--- src/rtl/argmax_seq.sv ---
// ============================================================================
// Module   : argmax_seq
// Purpose  : Streaming argmax. Consumes one frame of 2**S elements over
//            valid/ready and reports the frame maximum and its arrival index.
//            Optional macro SIGNED_CMP_EN selects a two's-complement compare.
// Revision : 1.0 - initial release
// ============================================================================
`default_nettype none

module argmax_seq #(
  parameter int S = 5,
  parameter int M = 8
) (
  input  logic         clk,
  input  logic         rst,
  input  logic [M-1:0] in_data,
  input  logic         in_valid,
  output logic         in_ready,
  output logic [M-1:0] max,
  output logic [S-1:0] ind,
  output logic         out_valid,
  input  logic         out_ready
);

  localparam int N = 1 << S;
  localparam logic [S-1:0] LAST = S'(N - 1);

  typedef enum logic [1:0] {
    IDLE = 2'd0,
    ACC  = 2'd1,
    DONE = 2'd2
  } state_t;

  state_t       state_q;
  logic [S-1:0] cnt_q;
  logic [M-1:0] max_q;
  logic [S-1:0] ind_q;
  logic         out_valid_q;
  logic         elem_gt;

  // Strict greater-than, so the earliest of several equal maxima is kept.
`ifdef SIGNED_CMP_EN
  assign elem_gt = $signed(in_data) > $signed(max_q);
`else
  assign elem_gt = in_data > max_q;
`endif

  assign in_ready  = (state_q != DONE);
  assign max       = max_q;
  assign ind       = ind_q;
  assign out_valid = out_valid_q;

  always_ff @(posedge clk) begin
    if (rst) begin
      state_q     <= IDLE;
      cnt_q       <= '0;
      max_q       <= '0;
      ind_q       <= '0;
      out_valid_q <= 1'b0;
    end else begin
      unique case (state_q)
        IDLE: begin
          if (in_valid) begin
            max_q <= in_data;
            ind_q <= '0;
            if (N == 1) begin
              cnt_q       <= '0;
              state_q     <= DONE;
              out_valid_q <= 1'b1;
            end else begin
              cnt_q   <= S'(1);
              state_q <= ACC;
            end
          end
        end
        ACC: begin
          if (in_valid) begin
            if (elem_gt) begin
              max_q <= in_data;
              ind_q <= cnt_q;
            end
            // Counter wraps to zero on the last beat of the frame.
            cnt_q <= cnt_q + S'(1);
            if (cnt_q == LAST) begin
              state_q     <= DONE;
              out_valid_q <= 1'b1;
            end
          end
        end
        DONE: begin
          if (out_ready) begin
            state_q     <= IDLE;
            out_valid_q <= 1'b0;
          end
        end
        default: begin
          state_q     <= IDLE;
          out_valid_q <= 1'b0;
        end
      endcase
    end
  end

endmodule

`default_nettype wire

--- config.mk ---
export PLATFORM = sky130hd
export DESIGN_NAME = argmax_seq
export DESIGN_NICKNAME = d
export VERILOG_FILES = /design/src/rtl/argmax_seq.sv
export SDC_FILE = /design/constraint.sdc
export NUM_CORES = 1
export LEC_CHECK = 0
export BUFFER_PORTS_ARGS = -buffer_cell sky130_fd_sc_hd__buf_2
export CAP_MARGIN = 20
export CORE_MARGIN = 4
export CORE_UTILIZATION = 45
export DETAILED_ROUTE_END_ITERATION = 7
export PLACE_DENSITY = 0.8
export SLEW_MARGIN = 20
export SYNTH_ARGS = -nofsm -noshare
export SYNTH_HDL_FRONTEND = slang
export SYNTH_SLANG_ARGS = --single-unit
--- constraint.sdc ---
create_clock -name clk -period 2.3 [get_ports clk]
set_input_delay 0.23 -clock clk [delete_from_list [all_inputs] [get_ports clk]]
set_output_delay 0.23 -clock clk [all_outputs]
set_load 0.005 [all_outputs]
==> qor.txt, run 1 <==
Outcome -> completed
First-pass GRT wire length -> 4350 um
Num CTS Buffers -> 3
Die area -> 3380 sq um
CP required -> 2.51 ns
Area grow syn2layout -> 14.4%
Max-cap violation count -> 0
Fin crit period -> 2.07 ns
Synthesized area per cell -> 9.26 sq um
Root buf cell -> clkbuf_4
Starting DRT DRC Count -> 29
# Post-CTS Setup Buffers -> 0
H-tree Lvls -> 1
Lkg Pwr -> 0.552 nW
Placed insts -> 171
Synth Cell Area -> 1130 sq um
Setup-failing EPs final -> 0
RSZ-0062 raised after global routing -> false
Row cnt -> 17
Routed Antenna Nets -> 0
Diode count -> 0
Count of final max-slew check failures -> 0
Kind of critical path -> flop to flop
CP max FO -> 18
Layout cell share with drive strength beyond 1 -> 25.9%
Fmax -> 0.483 GHz
Antenna violations before repair -> 0
Worst-Margin Slew -> 0.711 ns
Filler cells -> 225
Maximum clock path buffer count -> 2
Clock sinks -> 21
Relative slew slack -> 52.6%
Setup WS post-layout -> 0.230 ns
Min-Delay Path Class -> primary input to flop
Arr. time, crit path -> 2.28 ns
Synth cell types -> 32
Vias per inst -> 5.84
Synth area leaders -> dfxtp_1, ha_1, o31ai_1
DRC Markers -> 0
Routability cong. -> 0.686
Drt wl/cell -> 14.1 um
Clk Latency, worst-skew pair -> 0.30 ns
Number of port buffers -> 26
Setup TNS -> 0 ns
Syn_nets -> 144
Die width -> 58.1 um
Via count of the routed design -> 1,022
Hold WS -> 0.187 ns
FF+latch count, synth -> 21
Core area -> 2300 sq um
1st-pass router iterations -> 4
P per Cell Area -> 556 nW/um^2
GRT Total Usage -> 16.2%
DP HPWL -> 1880 um
Share of the synthesized area in the top cell type -> 37.2%
CP Capture Type -> flop
Endpoints failing hold -> 0
Clock-pin slew on the worst setup and hold paths -> 0.12 ns
Initial Util -> 49.2%
Seq/Total Area, Yosys -> 37.2%
Area leader, netlist -> dfxtp_1
Syn Inst Count -> 122
CTS tree -> done
Post-cts sizing count -> 0
Layout net count -> 170
EDFF count, synth -> 0
Asr flop ratio synth -> 0%
Ys Warns -> 0
Io pins -> 27
Worst vdd ir -> 0.286 mV
Clk_skew -> 0.00169 ns
Total power -> 0.000718 W
Overflow after GRT -> 0
Die Height -> 58.1 um
Fin crit share -> 90.0%
Post-synth top flop -> dfxtp_1
Final std cells w/o fill -> 175
WL final -> 2480 um
Crit start category -> flop
Pin count of the biggest net entering global routing -> 20
# hold bufs at CTS -> 0
Vias in the first global route -> 1,020
Pre-CTS WS -> 0.252 ns
through the flow:
step           utilization, %  area (sq um)
2_1_floorplan               -          1130
3_3_place_gp             55.1          1260
3_5_place_dp             55.1          1260
4_1_cts                  56.3          1290
5_1_grt                  56.3          1290
6_report                 56.3          1290
layout make-up:
cell class              count  area (sq um)  share of cell area, %
multi-input cells          87           642                   49.7
flip-flops and latches     21           420                   32.5
repair buffers             27           138                   10.6
well taps                  28          35.0                   2.71
inverters                   8          30.0                   2.32
clock buffers               3          22.5                   1.74
clock inverters             1          5.00                  0.387
final timing paths:
path | from | endpoint | slack (ns) | depth (start not counted)
worst min register to register | ind[1] | ind[1] | 0.47 | 1
worst max register to register | max[7] | ind[3] | 0.23 | 7
worst min-delay path | in_data[2] | max[2] | 0.19 | 3
worst max-delay path | max[7] | ind[3] | 0.23 | 7
logic make-up after synthesis:
kind of cell | Yosys count | share of synthesized area (%)
simple gates | 39 | 21.0
compound gates | 37 | 23.8
flops | 21 | 37.2
buf+inv | 14 | 5.98
fa+ha+maj | 10 | 11.1
mux | 1 | 0.886
synthesized netlist by cell type (4+ instances only):
library cell and n:
clkbuf_1 4, nand3_1 5, a21oi_1 11, o21ai_0 4, a32o_1 5, dfxtp_1 21, or4_1 8, nor2_1 4
inv_1 8, o31ai_1 8, ha_1 10, nand2_1 5
routing by layer:
layer	track usage (%)	wire (um)	part of all wire, %	vias up
met5	0	0	0	-
met4	7.28	26	1.1	0
met3	4.23	144	5.8	4
met2	28.2	1180	48	26
met1	18.4	1120	45	479
li1	-	-	-	513
registers in the layout, summed over array words and instances, names as in the netlist:
signal / cells
out_valid: 1
ind: 5
max: 8
state_q: 2
cnt_q: 5
power breakdown:
part           total [W]  internal (W)  switching, W
logic           0.000148     0.0000625     0.0000857
clock network   0.000178     0.0000648      0.000113
registers       0.000392      0.000380     0.0000123
total           0.000718      0.000507      0.000211
worst max-delay path, cell delays in order, from the launching register on:
cell,delay (ns)
dfxtp_1,0.35
inv_1,0.05
ha_1,0.31
nand4_1,0.21
o21ai_2,0.09
a21oi_2,0.53
nor4_2,0.18
a32o_1,0.25
placed cells by master (no fill, tap or decap), drive strengths merged, types with 2 or more instances in the layout:
cell / instances
nand3: 5
nand4: 2
nor2: 4
nand2b: 3
nor2b: 2
o21ai: 5
or4: 8
nand2: 6
a22oi: 2
nor3: 3
a21o: 2
a32o: 5
o31ai: 8
buf: 27
clkbuf: 3
inv: 8
dfxtp: 21
ha: 10
a21oi: 12
(Power assumes the default switching activity.)
==> inputs of run 2 (changes only) <==
--- a/config.mk
+++ b/config.mk
@@ -10,6 +10,7 @@
 export CORE_MARGIN = 4
 export CORE_UTILIZATION = 45
 export DETAILED_ROUTE_END_ITERATION = 7
+export GPL_TIMING_DRIVEN = 0
 export PLACE_DENSITY = 0.8
 export SLEW_MARGIN = 20
 export SYNTH_ARGS = -nofsm -noshare
==> run 2 against run 1 <==
Compared with the run above:
- fmax decreased by 1.3%
- critical path depth is 1 higher
- hold slack got worse by 0.013 ns
- non-clock buffer count is 4 higher
- register-to-register slack got worse by 0.03 ns
- core utilization is 1.1 points higher
- first-iteration DRC count increased by 17%
- final cell count is 2.3% higher
- sequential power about the same
- critical endpoint is now max[0]
- largest cell class unchanged
==> qor.txt, run 2 (synthesis results as in run 1) <==
Outcome -> completed
Routed Antenna Nets -> 0
Die Height -> 58.1 um
Most common cell after layout, fill and taps aside -> buf_2
Area grow syn2layout -> 16.6%
Clk Latency, worst-skew pair -> 0.31 ns
H-tree Lvls -> 1
Fmax -> 0.477 GHz
Combinational share of power -> 21.4%
Lkg Pwr -> 0.560 nW
Fin area -> 1320 sq um
Die area -> 3380 sq um
DRC Markers -> 0
Number of port buffers -> 25
RSZ-0062 raised after global routing -> false
Crit start category -> flop
Fin crit period -> 2.10 ns
Via count of the routed design -> 1,073
Die width -> 58.1 um
Area after DPL -> 1290 sq um
Seq pwr share -> 53.0%
Fin crit share -> 91.1%
Slowest CP cell -> or4_1
Switching Share -> 30.4%
CP max FO -> 10
Drt wl/cell -> 14.5 um
First-pass GRT wire length -> 4510 um
Sw Pwr -> 0.000223 W
Overflow after GRT -> 0
Most frequent cells in the layout -> buf_2, dfxtp_1, a21oi_1
Antenna violations before repair -> 0
Count of final max-slew check failures -> 0
CP required -> 2.54 ns
Setup TNS -> 0 ns
Core area -> 2300 sq um
Max reg flops -> 8
WL final -> 2600 um
CP Capture Type -> flop
Maximum clock path buffer count -> 2
P per Cell Area -> 557 nW/um^2
Endpoints failing hold -> 0
Kind of critical path -> flop to flop
Vias per inst -> 5.99
Clk pwr share -> 25.6%
Layout net count -> 174
Starting DRT DRC Count -> 34
1st-pass router iterations -> 4
Worst vdd ir -> 0.356 mV
Pre-CTS WS -> 0.251 ns
Pin count of the biggest net entering global routing -> 13
Clk_skew -> 0.00879 ns
Clock sinks -> 21
# Post-CTS Setup Buffers -> 0
DP HPWL -> 1930 um
Post-cts sizing count -> 0
Root buf cell -> clkbuf_4
CTS tree -> done
Layout cell share with drive strength beyond 1 -> 25.2%
Setup-failing EPs final -> 0
Arr. time, crit path -> 2.33 ns
Worst-Margin Slew -> 0.614 ns
Diode count -> 0
GRT Total Usage -> 16.6%
Initial Util -> 49.2%
Relative slew slack -> 59.0%
Max-cap violation count -> 0
Num CTS Buffers -> 3
Routability cong. -> 0.750
Setup WS post-layout -> 0.204 ns
Io pins -> 27
Worst path max stage delay -> 0.52 ns
Crit path buf inv count -> 2
Min-Delay Path Class -> primary input to flop
# hold bufs at CTS -> 0
Row cnt -> 17
Worst path cell trace -> inv_1, ha_1, nand4_1, o21ai_2, a21oi_2, buf_6, or4_1, o31ai_1
Clock-pin slew on the worst setup and hold paths -> 0.13 ns
Vias in the first global route -> 1,068
Pint -> 0.000511 W
Filler cells -> 208
Top Family by Delay on Critical Path -> simple AND/OR/NAND/NOR gates
-- run 2: cell types whose count changed in the layout (fill, tap and decap cells not counted) --
cell / change
buf_6: +2
buf_2: -1
buf_4: -1
clkbuf_1: +4
-- run 2: tightest hold or removal path: cells and delay by family --
family / cells / cell delay [ns]
buffers and inverters: 1 / 0.11
AOI/OAI and AO/OA: 2 / 0.12
-- run 2: cell type report --
| type | count | area, sq um | share of cell area (%) |
|---|---|---|---|
| clock buffer | 3 | 22.5 | 1.71 |
| sequential | 21 | 420 | 31.9 |
| buffer | 6 | 37.5 | 2.85 |
| multi-input combinational | 87 | 642 | 48.7 |
| inverter | 8 | 30.0 | 2.28 |
| clock inverter | 1 | 5.00 | 0.380 |
| timing repair buffer | 25 | 125 | 9.50 |
| tap | 28 | 35.0 | 2.66 |
-- run 2: through the flow --
step | power (W) | hold slack (ns) | utilization (%) | cells
6_report | 0.000734 | 0.174 | 57.4 | 179
5_1_grt | 0.000777 | 0.169 | 57.4 | 179
4_1_cts | 0.000736 | 0.176 | 57.4 | 179
3_5_place_dp | 0.000553 | 0.450 | 56.2 | 175
3_3_place_gp | 0.000547 | 0.442 | 56.2 | 175
2_1_floorplan | 0.000503 | 0.382 | - | 122
-- run 2: power groups by stage --
stage	clock, W	combinational [W]	sequential [W]
CTS	0.000191	0.000156	0.000389
global route	0.000208	0.000177	0.000392
global placement	0	0.000151	0.000396
detailed placement	0	0.000155	0.000397
floorplan	0	0.000105	0.000398
finish	0.000188	0.000157	0.000389
-- run 2: path summary, 6_finish.rpt --
path	from	to	slack, ns	depth (start not counted)
setup / recovery	max[7]	max[0]	0.20	8
hold / removal	in_data[6]	max[6]	0.17	3
setup reg to reg	max[7]	max[0]	0.20	8
hold reg to reg	out_valid	out_valid	0.47	2
-- run 2: per-layer routing --
layer,routed length (um),part of all wire (%),vias up,track usage [%]
met5,0,0,-,0
met4,32,1.2,0,5.30
met3,128,4.9,4,4.23
met2,1210,47,36,27.4
met1,1230,47,515,20.9
li1,-,-,518,-
==> inputs of run 3 (changes only) <==
--- a/config.mk
+++ b/config.mk
@@ -7,11 +7,14 @@
 export LEC_CHECK = 0
 export BUFFER_PORTS_ARGS = -buffer_cell sky130_fd_sc_hd__buf_2
 export CAP_MARGIN = 20
+export CELL_PAD_IN_SITES_DETAIL_PLACEMENT = 2
+export CELL_PAD_IN_SITES_GLOBAL_PLACEMENT = 2
+export CORE_ASPECT_RATIO = 2
 export CORE_MARGIN = 4
-export CORE_UTILIZATION = 45
+export CORE_UTILIZATION = 31
 export DETAILED_ROUTE_END_ITERATION = 7
 export GPL_TIMING_DRIVEN = 0
-export PLACE_DENSITY = 0.8
+export PLACE_DENSITY = 0.88
 export SLEW_MARGIN = 20
 export SYNTH_ARGS = -nofsm -noshare
 export SYNTH_HDL_FRONTEND = slang
==> run 3 against run 2 <==
Compared with the run above:
- final cell count rose by 11%
- fmax shrank 1.1%
- flip-flop and latch count unchanged
- worst setup slack worse by 0.024 ns
- register-to-register slack lost 0.02 ns
- die area increased by 40%
- sequential share of layout area is 1.0 points lower
- clock-buffer cell count stayed put
==> qor.txt, run 3 (synthesis results as in run 1) <==
1st-pass router iterations -> 4
Worst path cell trace -> inv_1, ha_1, nand4_1, o21ai_2, a21oi_2, buf_6, or4_1, o31ai_1
Crit path buf inv count -> 2
Die width -> 50.7 um
Num CTS Buffers -> 3
Post-Route M1 WL -> 1220 um
Final std cells w/o fill -> 199
Top Family by Delay on Critical Path -> simple AND/OR/NAND/NOR gates
Vias per inst -> 5.40
DP HPWL -> 2760 um
Slowest CP cell -> or4_1
Clock sinks -> 21
Endpoints failing hold -> 0
Die Height -> 93.4 um
Clk_skew -> 0.00459 ns
Max-cap violation count -> 0
# hold bufs at CTS -> 0
Io pins -> 27
CP max FO -> 10
GRT Total Usage -> 16.1%
Placed insts -> 195
Setup TNS -> 0 ns
Pre-CTS WS -> 0.204 ns
Layout cell share with drive strength beyond 1 -> 25.2%
Top Layer Used -> met4
Setup-failing EPs final -> 0
WL final -> 3440 um
Routed Antenna Nets -> 0
RSZ-0062 raised after global routing -> false
Routability cong. -> 0.799
Setup WS post-layout -> 0.179 ns
# Post-CTS Setup Buffers -> 0
Worst path max stage delay -> 0.52 ns
DRC Markers -> 0
Outcome -> completed
H-tree Lvls -> 1
Worst vdd ir -> 0.310 mV
Kind of critical path -> flop to flop
Diode count -> 0
Most common cell after layout, fill and taps aside -> buf_2
Row cnt -> 30
First-pass GRT wire length -> 5840 um
Relative slew slack -> 57.5%
Core area -> 3450 sq um
Min-Delay Path Class -> primary input to flop
Number of port buffers -> 25
Fin crit share -> 92.2%
Layout net count -> 174
Starting DRT DRC Count -> 33
Fmax -> 0.472 GHz
Area grow syn2layout -> 20.5%
Filler cells -> 408
Fin crit period -> 2.12 ns
Via count of the routed design -> 1,074
Crit start category -> flop
Clk Latency, worst-skew pair -> 0.27 ns
Max reg flops -> 8
Antenna violations before repair -> 0
CTS tree -> done
Post-cts sizing count -> 0
Most frequent cells in the layout -> buf_2, dfxtp_1, a21oi_1
Pin count of the biggest net entering global routing -> 13
Clock-pin slew on the worst setup and hold paths -> 0.08 ns
CP Capture Type -> flop
Initial Util -> 32.7%
Vias in the first global route -> 1,225
Met2 Routed Length -> 2050 um
Overflow after GRT -> 0
CP required -> 2.48 ns
Root buf cell -> clkbuf_8
Drt wl/cell -> 17.3 um
Count of final max-slew check failures -> 0
Die area -> 4730 sq um
Maximum clock path buffer count -> 2
Arr. time, crit path -> 2.30 ns
P per Cell Area -> 593 nW/um^2
Routed met3 length -> 107 um
Lkg Pwr -> 0.567 nW
Worst-Margin Slew -> 0.637 ns
==> run 3: cell counts in the layout (fill, tap and decap cells not counted) <==
No cell type changed its count.
==> run 3: worst register-to-register path, cell delays in order, from the launching register on <==
cell     delay (ns)
dfxtp_1        0.35
inv_1          0.07
ha_1           0.32
nand4_1        0.21
o21ai_2        0.19
a21oi_2        0.11
buf_6          0.18
or4_1          0.52
o31ai_1        0.08
==> run 3: layout make-up <==
type                            instances  area (sq um)  share of cell area, %
Inverter                                8          30.0                   2.21
Clock inverter                          1          5.00                  0.368
Buffer                                  6          37.5                   2.76
Timing Repair Buffer                   25           125                   9.19
Multi-Input combinational cell         87           642                   47.2
Clock buffer                            3          41.3                   3.03
Sequential cell                        21           420                   30.9
Tap cell                               48          60.1                   4.41
==> run 3: worst paths after layout <==
| check | depth (start not counted) | end | from | slack (ns) |
|---|---|---|---|---|
| worst min-delay path | 3 | max[5] | in_data[5] | 0.23 |
| worst max-delay path | 8 | max[0] | max[7] | 0.18 |
| worst min register to register | 2 | out_valid | out_valid | 0.46 |
| worst max register to register | 8 | max[0] | max[7] | 0.18 |
==> run 3: power by group <==
part | leakage, nW | switching, W | internal (W)
Sequential | 0.171 | 0.0000103 | 0.000379
Clock | 0.0255 | 0.000131 | 0.000121
Combinational | 0.370 | 0.0000980 | 0.0000671
Total | 0.567 | 0.000240 | 0.000568
==> run 3: per-stage QoR <==
step | utilization (%) | cell area, sq um | hold WS, ns | power (W)
2_1_floorplan | - | 1130 | 0.382 | 0.000503
3_3_place_gp | 38.1 | 1320 | 0.445 | 0.000553
3_5_place_dp | 38.1 | 1320 | 0.457 | 0.000565
4_1_cts | 39.4 | 1360 | 0.234 | 0.000819
5_1_grt | 39.4 | 1360 | 0.239 | 0.000854
6_report | 39.4 | 1360 | 0.234 | 0.000807
==> run 3: routing by layer <==
| metal | vias up | track usage (%) |
|---|---|---|
| met2 | 21 | 32.8 |
| li1 | 519 | - |
| met3 | 6 | 2.71 |
| met5 | - | 0 |
| met1 | 528 | 15.0 |
| met4 | 0 | 6.07 |
